### config.mk
export PLATFORM = sky130hd
export DESIGN_NAME = ndn_mem_arbiter
export DESIGN_NICKNAME = d
export VERILOG_FILES = /design/src/rtl/ndn_pkg.sv /design/src/rtl/ndn_rr_pick.sv /design/src/rtl/ndn_mem_arbiter.sv
export SDC_FILE = /design/constraint.sdc
export NUM_CORES = 1
export LEC_CHECK = 0
export CORE_AREA = 2 2 62 93
export CTS_CLUSTER_SIZE = 12
export DETAILED_ROUTE_END_ITERATION = 7
export DIE_AREA = 0 0 64 95
export MAX_ROUTING_LAYER = met4
export PLACE_DENSITY = 0.84
export SETUP_SLACK_MARGIN = 0.4
export SYNTH_ARGS = -nofsm -noshare
export SYNTH_HDL_FRONTEND = slang
export SYNTH_SLANG_ARGS = --single-unit
### constraint.sdc
create_clock -name clk -period 2.3 [get_ports clk]
set_clock_uncertainty 0.15 [all_clocks]
set_input_delay 0.46 -clock clk [delete_from_list [all_inputs] [get_ports clk]]
set_output_delay 0.46 -clock clk [all_outputs]
set_load 0.005 [all_outputs]
### src/rtl/ndn_pkg.sv
// Shared types and constants for the NDN packet-buffer arbitration logic.
package ndn_pkg;

  localparam int ADDR_W_DEF = 10;
  localparam int DATA_W_DEF = 8;
  localparam int IDX_W      = 2;

  localparam int REQ_PIT = 0;
  localparam int REQ_FIB = 1;
  localparam int REQ_SPI = 2;

  typedef enum logic [1:0] {
    ST_IDLE = 2'd0,
    ST_OWN  = 2'd1,
    ST_GAP  = 2'd2
  } arb_state_t;

endpackage

### src/rtl/ndn_rr_pick.sv
// Combinational round-robin picker: first set request after 'last', wrapping mod NREQ.
module ndn_rr_pick
  import ndn_pkg::*;
#(
  parameter int NREQ = 3
) (
  input  logic [NREQ-1:0]  req,
  input  logic [IDX_W-1:0] last,
  output logic             any,
  output logic [IDX_W-1:0] winner
);

  logic [IDX_W-1:0] cand;

  always_comb begin
    any    = 1'b0;
    winner = '0;
    cand   = '0;
    for (int i = 1; i <= NREQ; i++) begin
      cand = IDX_W'((int'(last) + i) % NREQ);
      if (!any && req[cand]) begin
        any    = 1'b1;
        winner = cand;
      end
    end
  end

endmodule

### src/rtl/ndn_mem_arbiter.sv
// Round-robin burst arbiter sharing one single-port packet buffer between NREQ engines.
module ndn_mem_arbiter
  import ndn_pkg::*;
#(
  parameter int NREQ     = 3,
  parameter int ADDR_W   = ADDR_W_DEF,
  parameter int DATA_W   = DATA_W_DEF,
  parameter int MAX_HOLD = 1024
) (
  input  logic                   clk,
  input  logic                   reset,
  input  logic [NREQ-1:0]        req,
  input  logic [NREQ-1:0]        rel,
  input  logic [NREQ-1:0]        we,
  input  logic [NREQ*ADDR_W-1:0] addr,
  input  logic [NREQ*DATA_W-1:0] wdata,
  output logic [NREQ-1:0]        gnt,
  output logic [1:0]             owner,
  output logic                   busy,
  output logic                   timeout,
  output logic [DATA_W-1:0]      rdata,
  output logic [ADDR_W-1:0]      mem_addr,
  output logic [DATA_W-1:0]      mem_wdata,
  output logic                   mem_we,
  input  logic [DATA_W-1:0]      mem_rdata
);

  arb_state_t       state, state_nx;
  logic [IDX_W-1:0] owner_q, last_q, winner;
  logic             any;
  logic [15:0]      hold_cnt;
  logic             timeout_q;
  logic             own_req, own_rel, hit_max, own_done;

  ndn_rr_pick #(.NREQ(NREQ)) u_pick (
    .req    (req),
    .last   (last_q),
    .any    (any),
    .winner (winner)
  );

  assign own_req  = req[owner_q];
  assign own_rel  = rel[owner_q];
  assign hit_max  = (hold_cnt == 16'(MAX_HOLD - 1));
  // Dropping req is an abort; rel and the hold limit both end the burst after this beat.
  assign own_done = !own_req || own_rel || hit_max;

  always_ff @(posedge clk or posedge reset) begin
    if (reset) state <= ST_IDLE;
    else       state <= state_nx;
  end

  always_comb begin
    state_nx = state;
    case (state)
      ST_IDLE: if (any)      state_nx = ST_OWN;
      ST_OWN:  if (own_done) state_nx = ST_GAP;
      ST_GAP:                state_nx = ST_IDLE;
      default:               state_nx = ST_IDLE;
    endcase
  end

  always_ff @(posedge clk or posedge reset) begin
    if (reset) begin
      owner_q   <= '0;
      last_q    <= IDX_W'(NREQ - 1);
      hold_cnt  <= '0;
      timeout_q <= 1'b0;
    end else begin
      // A timeout only counts when neither rel nor an abort ended the burst first.
      timeout_q <= (state == ST_OWN) && own_req && !own_rel && hit_max;
      if (state == ST_IDLE && any) begin
        owner_q  <= winner;
        hold_cnt <= '0;
      end else if (state == ST_OWN) begin
        if (hold_cnt != 16'hFFFF) hold_cnt <= hold_cnt + 16'd1;
        if (own_done)             last_q   <= owner_q;
      end
    end
  end

  always_comb begin
    gnt       = '0;
    busy      = 1'b0;
    mem_addr  = '0;
    mem_wdata = '0;
    mem_we    = 1'b0;
    if (state == ST_OWN) begin
      gnt       = NREQ'(1) << owner_q;
      busy      = 1'b1;
      mem_addr  = addr[owner_q*ADDR_W +: ADDR_W];
      mem_wdata = wdata[owner_q*DATA_W +: DATA_W];
      mem_we    = we[owner_q] & own_req;
    end
  end

  assign owner   = owner_q;
  assign timeout = timeout_q;
  assign rdata   = mem_rdata;

endmodule

After elaboration in Yosys (flattened, before gate mapping)
Cells that the tools add are included.
- bits of input ports: 73
- register bits after elaboration: 23
- shift operators: 3
- div/mod/pow operators: 3
- equality and inequality tests: 5
- order comparisons: 4
- bitwise gates (word level): 2
- reductions and logical operators: 18
- mux-type cells: 29
- add/subtract/negate cells: 4
- multipliers: 1
- operator list (kind ; count):
    $mod A32 B3 Y32 const B ; 3
    $mux W16 ; 3
    $shiftx A30 B7 Y10 ; 1
    $shiftx A24 B6 Y8 ; 1
    $add A16 B1 Y16 const B ; 1
    $eq A16 B10 Y1 const B ; 1
    $ne A16 B16 Y1 const B ; 1
    $bmux W1 S2 ; 6
    $lt A2 B3 Y1 const B ; 4
    $mux W1 ; 11
    $mux W10 ; 1
    $mux W2 ; 5
    $mux W8 ; 1
    $add A2 B2 Y3 const B ; 2
    $logic_and A1 B1 Y1 ; 6
    $mul A2 B3 Y5 const B ; 1
    $logic_not A1 Y1 ; 4
    $ne A2 B2 Y1 const B ; 2
    $pmux W2 S2 ; 1
    $reduce_and A2 Y1 ; 2
    $reduce_bool A2 Y1 ; 2
    $add A2 B1 Y3 const B ; 1
    $mux W3 ; 1
    $reduce_and A3 Y1 ; 1
    6 further kinds ; 7

Longest topological paths before layout
- depth in word-level cells: 14
- mapped depth: 8
- gate-level depth less buffers: 6

Modules after synthesis
A second synthesis with hierarchy kept.
- cells, all modules: 260
- area total of the unflattened synthesis: 2028.2 µm²
- modules (own cells, without submodules) (module ; cells an instance ; times used ; area each (µm²) ; seq. area each (µm²)):
    ndn_mem_arbiter ; 240 ; 1 ; 1896.8 ; 576.8
    ndn_rr_pick ; 20 ; 1 ; 131.4 ; 0.0

Least setup slack after synthesis
OpenSTA, ideal clock, no wires.
- path kind: register to register
- from: register last_q[1]
- to: register owner_q[1], in the netlist owner[1]
- arrival: 1.827 ns
- buffers on the path: 1
- stages on the path, launching flop included: 8
- clock period less this slack: 2.102 ns
- required time: 2.025 ns
- setup slack: 0.198 ns
- library setup time: 0.125 ns
- cell sequence: dfstp_2 inv_1 ha_1 a21bo_2 a32oi_1 o21a_1 buf_2 mux2_2
- longest elaborated chain between the ends: 12
- RTL lines (what ; RTL line ; source):
    start: declaration ; ndn_mem_arbiter.sv:29 ; logic [IDX_W-1:0] owner_q, last_q, winner;
    start signal: assignment ; ndn_mem_arbiter.sv:66 ; last_q <= IDX_W'(NREQ - 1);
    start signal: assignment ; ndn_mem_arbiter.sv:77 ; if (own_done) last_q <= owner_q;
    $add A2 B1 Y3 ; ndn_rr_pick.sv:20 ; cand = IDX_W'((int'(last) + i) % NREQ);
    $mod A32 B3 Y32 ; ndn_rr_pick.sv:20 ;
    $bmux W1 S2 ; ndn_rr_pick.sv:21 ; if (!any && req[cand]) begin
    $mux W1 (not written as such) ; ndn_rr_pick.sv:21 ;
    $mux W1 ; ndn_rr_pick.sv:21 ;
    $logic_not A1 Y1 ; ndn_rr_pick.sv:21 ;
    $logic_and A1 B1 Y1 ; ndn_rr_pick.sv:21 ;
    $mux W1 ; ndn_rr_pick.sv:21 ;
    $logic_not A1 Y1 ; ndn_rr_pick.sv:21 ;
    $logic_and A1 B1 Y1 ; ndn_rr_pick.sv:21 ;
    $mux W1 ; ndn_rr_pick.sv:21 ;
    $logic_and A1 B1 Y1 ; ndn_mem_arbiter.sv:72 ; if (state == ST_IDLE && any) begin
    end signal: assignment ; ndn_mem_arbiter.sv:73 ; owner_q <= winner;
    end: declaration ; ndn_mem_arbiter.sv:29 ;
Parallel ways exist; a longest one is shown, timed or not. The select of a mux whose other input is x is not followed.
A chain may end at the register's enable or synchronous reset.

Final worst setup path
- from: register owner_q[1], in the netlist owner[1]
- to: output port mem_addr[2]
- longest elaborated chain between the ends: 3
- RTL lines (what ; RTL line ; source):
    $mul A2 B3 Y5 ; ndn_mem_arbiter.sv:91 ; mem_addr = addr[owner_q*ADDR_W +: ADDR_W];
    $shiftx A30 B7 Y10 ; ndn_mem_arbiter.sv:91 ;
    $mux W10 ; ndn_mem_arbiter.sv:88 ; if (state == ST_OWN) begin
    end: declaration ; ndn_mem_arbiter.sv:22 ; output logic [ADDR_W-1:0] mem_addr,
Every way passes these cells.

==> results.rst <==
.. list-table::
   :header-rows: 1

   * - Metric
     - Value
   * - Remaining Overflow, GRT
     - 0
   * - CORE AREA
     - 5326 um2
   * - Multi-input gate area
     - 1624 um2
   * - Antenna violation net count after detailed routing
     - 0
   * - Clock period minus worst slack
     - 2.297 ns
   * - Setup repair after global routing missed its margin
     - true
   * - Data arrival time of the critical path
     - 1.69 ns
   * - Synthesized area per cell
     - 8.140 um2
   * - Gr usage total
     - 25.58%
   * - Top_reg_cell synth
     - sky130_fd_sc_hd__dfrtp_1
   * - Number of enable flip-flop cells after synthesis
     - 0
   * - Clock insertion delay at the later pin of the skew report
     - 0.28 ns
   * - Final max-slew violation count
     - 0
   * - Nets@finish
     - 459
   * - Detailed Routing Iterations Pass 1
     - 4
   * - Number of warnings reported in the yosys synthesis log
     - 0
   * - Most common library cells after synthesis
     - 42 x sky130_fd_sc_hd__nor2_1, 33 x sky130_fd_sc_hd__a21oi_1, 22 x sky130_fd_sc_hd__dfrtp_1, 22 x sky130_fd_sc_hd__mux2i_1, 9 x sky130_fd_sc_hd__nand2_1
   * - Worst Path Max Fanout
     - 4
   * - Headroom to the max-slew limit
     - 72.10%
   * - Layout fillers
     - 323
   * - Drt total wl
     - 8493 um
   * - Clock tree root buffer cell
     - sky130_fd_sc_hd__clkbuf_8
   * - Most area-consuming cells after synthesis
     - sky130_fd_sc_hd__dfrtp_1 27%, sky130_fd_sc_hd__mux2i_1 11%, sky130_fd_sc_hd__a21oi_1 8.1%
   * - Design area
     - 3889 um2
   * - Delay of the slowest critical-path stage
     - 0.47 ns
   * - Standard-cell row count
     - 33
   * - Top-area cell type share of the netlist area
     - 27.16%
   * - Fmax
     - 435.3 MHz
   * - Initial core utilization
     - 38.05%
   * - Most repeated cell in the gate-level netlist after synthesis
     - sky130_fd_sc_hd__nor2_1
   * - Maximum VDD drop
     - 0.6751 mV
   * - First-iteration detailed-routing DRC count
     - 109
   * - Wire length of the first global-routing pass
     - 11,930 um
   * - Required time of the critical path
     - 1.69 ns
   * - Via count
     - 2,644
   * - Flop and latch count out of synthesis
     - 23
   * - Leak
     - 1.634 nW
   * - Post-synthesis async set-or-reset flop share
     - 100.0%
   * - TritonCTS Buffers
     - 3
   * - PD cells
     - 1052 nW/um2
   * - Routed length per instance
     - 18.87 um
   * - Die height
     - 95 um
   * - Total of hold buffers inserted after clock tree synthesis
     - 0
   * - Outcome
     - finished clean
   * - Mapped Area
     - 2027 um2
   * - Final total negative setup slack
     - 0 ns
   * - Post-synth top area cell
     - sky130_fd_sc_hd__dfrtp_1
   * - Post-synthesis sequential area ratio
     - 28.46%
   * - Critical setup path kind
     - register to primary output
   * - Path category of the worst min-delay check
     - input pin to asynchronous set/reset pin
   * - Clock tree from TritonCTS
     - built
   * - Mapped Cells
     - 249
   * - Endpoints failing setup
     - 0
   * - Final Hold Vio Count
     - 0
   * - Cell occurring most often along the worst timing path
     - sky130_fd_sc_hd__buf_6
   * - Via density per instance
     - 5.876
   * - CP max-delay cell
     - sky130_fd_sc_hd__dfrtp_2
   * - Portion of the clock cycle consumed by the worst path in the final layout
     - 99.89%
   * - Post-route DRC violation count
     - 0
   * - Relative area change from synthesis to final layout
     - 91.85%
   * - Number of global-route vias before repair
     - 2,541
   * - Utilization after layout
     - 73.01%
   * - Number of input and output port buffers inserted
     - 90
   * - Initial antenna violation count
     - 0
   * - Total of max-cap violations
     - 0
   * - Half-perimeter wire length after placement
     - 4473 um
   * - Total clock sinks
     - 23
   * - Width of the die
     - 64 um
   * - Worst Setup End Kind
     - primary output
   * - H-tree levels
     - 1
   * - Sequential cell area
     - 579.3 um2
   * - Area of the die
     - 6080 um2
   * - Antenna cell count
     - 0
   * - Clk pin slew, worst setup/hold paths
     - 0.08 ns
   * - Clock tree buffer depth
     - 2
   * - Count of cell types in the netlist
     - 50
   * - Total placed instance area
     - 3094 um2
   * - Launching element type of the critical path
     - register
   * - I/O pin count
     - 107
   * - Post-Syn Nets
     - 327
   * - Cell-by-cell listing of the critical path
     - buf_6 > nor2b_4 > buf_6 > buf_6 > clkbuf_16 > a21oi_4 > nor2_1 > buf_2
   * - Tightest Pin Transition
     - 0.4154 ns
   * - Fraction of final layout cells sized beyond drive strength 1
     - 40.53%
   * - Pin count of the biggest net entering global routing
     - 24
   * - GPL Wtd Cong
     - 0.8055
-- state kept, by name, indices dropped and copies added (netlist names) --
register and cells:
state 2, timeout 1, last_q 2, owner 2, hold_cnt 16
-- routing by layer --
layer | GRT usage [%] | part of all wire (%)
met1 | 29.85 | 36
met2 | 42.80 | 50
met3 | 2.980 | 7.7
met4 | 13.59 | 5.8
met5 | - | 0
-- repair_timing --
action                     4_1_cts  5_1_grt
setup endpoints to repair       47       47
pin swaps                       12       27
buffers inserted                24       11
resized for setup              143       46
gates cloned                     5        1
-- cells in the final DEF (no fill, tap or decap), drive strengths merged, types with 2 or more instances in the layout --
cell type      instances
o22ai                  2
a21oi                 33
nor2                  42
dlygate4sd2            4
nor3                   3
ha                     5
mux2i                 22
nand3                  7
dfrtp                 22
and3                   4
nor4                   2
buf                   82
nand4                  6
a31oi                  3
clkbuf                 5
o31ai                  8
or4                    7
clkdlybuf4s50         63
nor2b                  2
or3                    6
nand2b                 4
inv                    8
and4                   2
nand2                 10
o21ai                  7
mux2                   3
-- critical path, delay by kind of cell, from the launching register on --
kind	cells	cell delay, ns
AOI/OAI and AO/OA	1	0.04
buffers and inverters	5	0.65
DFF	1	0.47
and+or+nand+nor	2	0.23
-- final timing paths --
| path | from | slack [ns] | to | cells after the start |
|---|---|---|---|---|
| max | owner[1]$_DFFE_PP0P_ | 0.003 | mem_addr[2] | 8 |
| min | reset | 0.40 | state[1]$_DFFE_PP0P_ | 3 |
| max reg2reg | last_q[1]$_DFFE_PP1P_ | 0.12 | owner[1]$_DFFE_PP0P_ | 7 |
| min reg2reg | hold_cnt[14]$_DFFE_PP0P_ | 0.40 | hold_cnt[14]$_DFFE_PP0P_ | 1 |
| max in group asynchronous | reset | 1.32 | last_q[1]$_DFFE_PP1P_ | 3 |
| min in group clk | hold_cnt[14]$_DFFE_PP0P_ | 0.40 | hold_cnt[14]$_DFFE_PP0P_ | 1 |
-- power by group --
part / switching (mW) / internal (mW) / leakage (nW)
sequential: 0.0665 / 0.470 / 0.308
clock: 0.140 / 0.124 / 0.0228
combinational: 1.46 / 1.83 / 1.30
-- cells by family (layout without fill, tap and decap cells) --
kind of cell	Yosys count	count (layout)	share of synthesized area [%]
buf+inv	32	163	8.642
fa+ha+maj	5	5	3.086
simple gates	98	98	26.17
compound gates	66	66	21.11
mux	25	25	12.53
flops	23	23	28.46
-- area by class of cell --
class / count / share of cell area, %
tap: 70 / 2.252
sequential: 23 / 14.90
clock buffer: 4 / 1.158
multi-input combinational: 194 / 41.76
timing repair buffer: 150 / 38.87
inverter: 9 / 1.062
-- through the flow --
stage	setup WS [ns]	hold slack, ns	total power [mW]	cells
2_1_floorplan	0.3131	0.3112	1.589	249
4_1_cts	0.1009	0.3902	3.511	438
5_1_grt	-0.05520	0.4299	4.287	450
3_3_place_gp	-0.3973	0.3782	2.359	405
3_5_place_dp	-0.4259	0.3798	2.389	405
6_report	0.002608	0.3968	4.093	450
No activity file was read; power rests on OpenSTA's default activity.
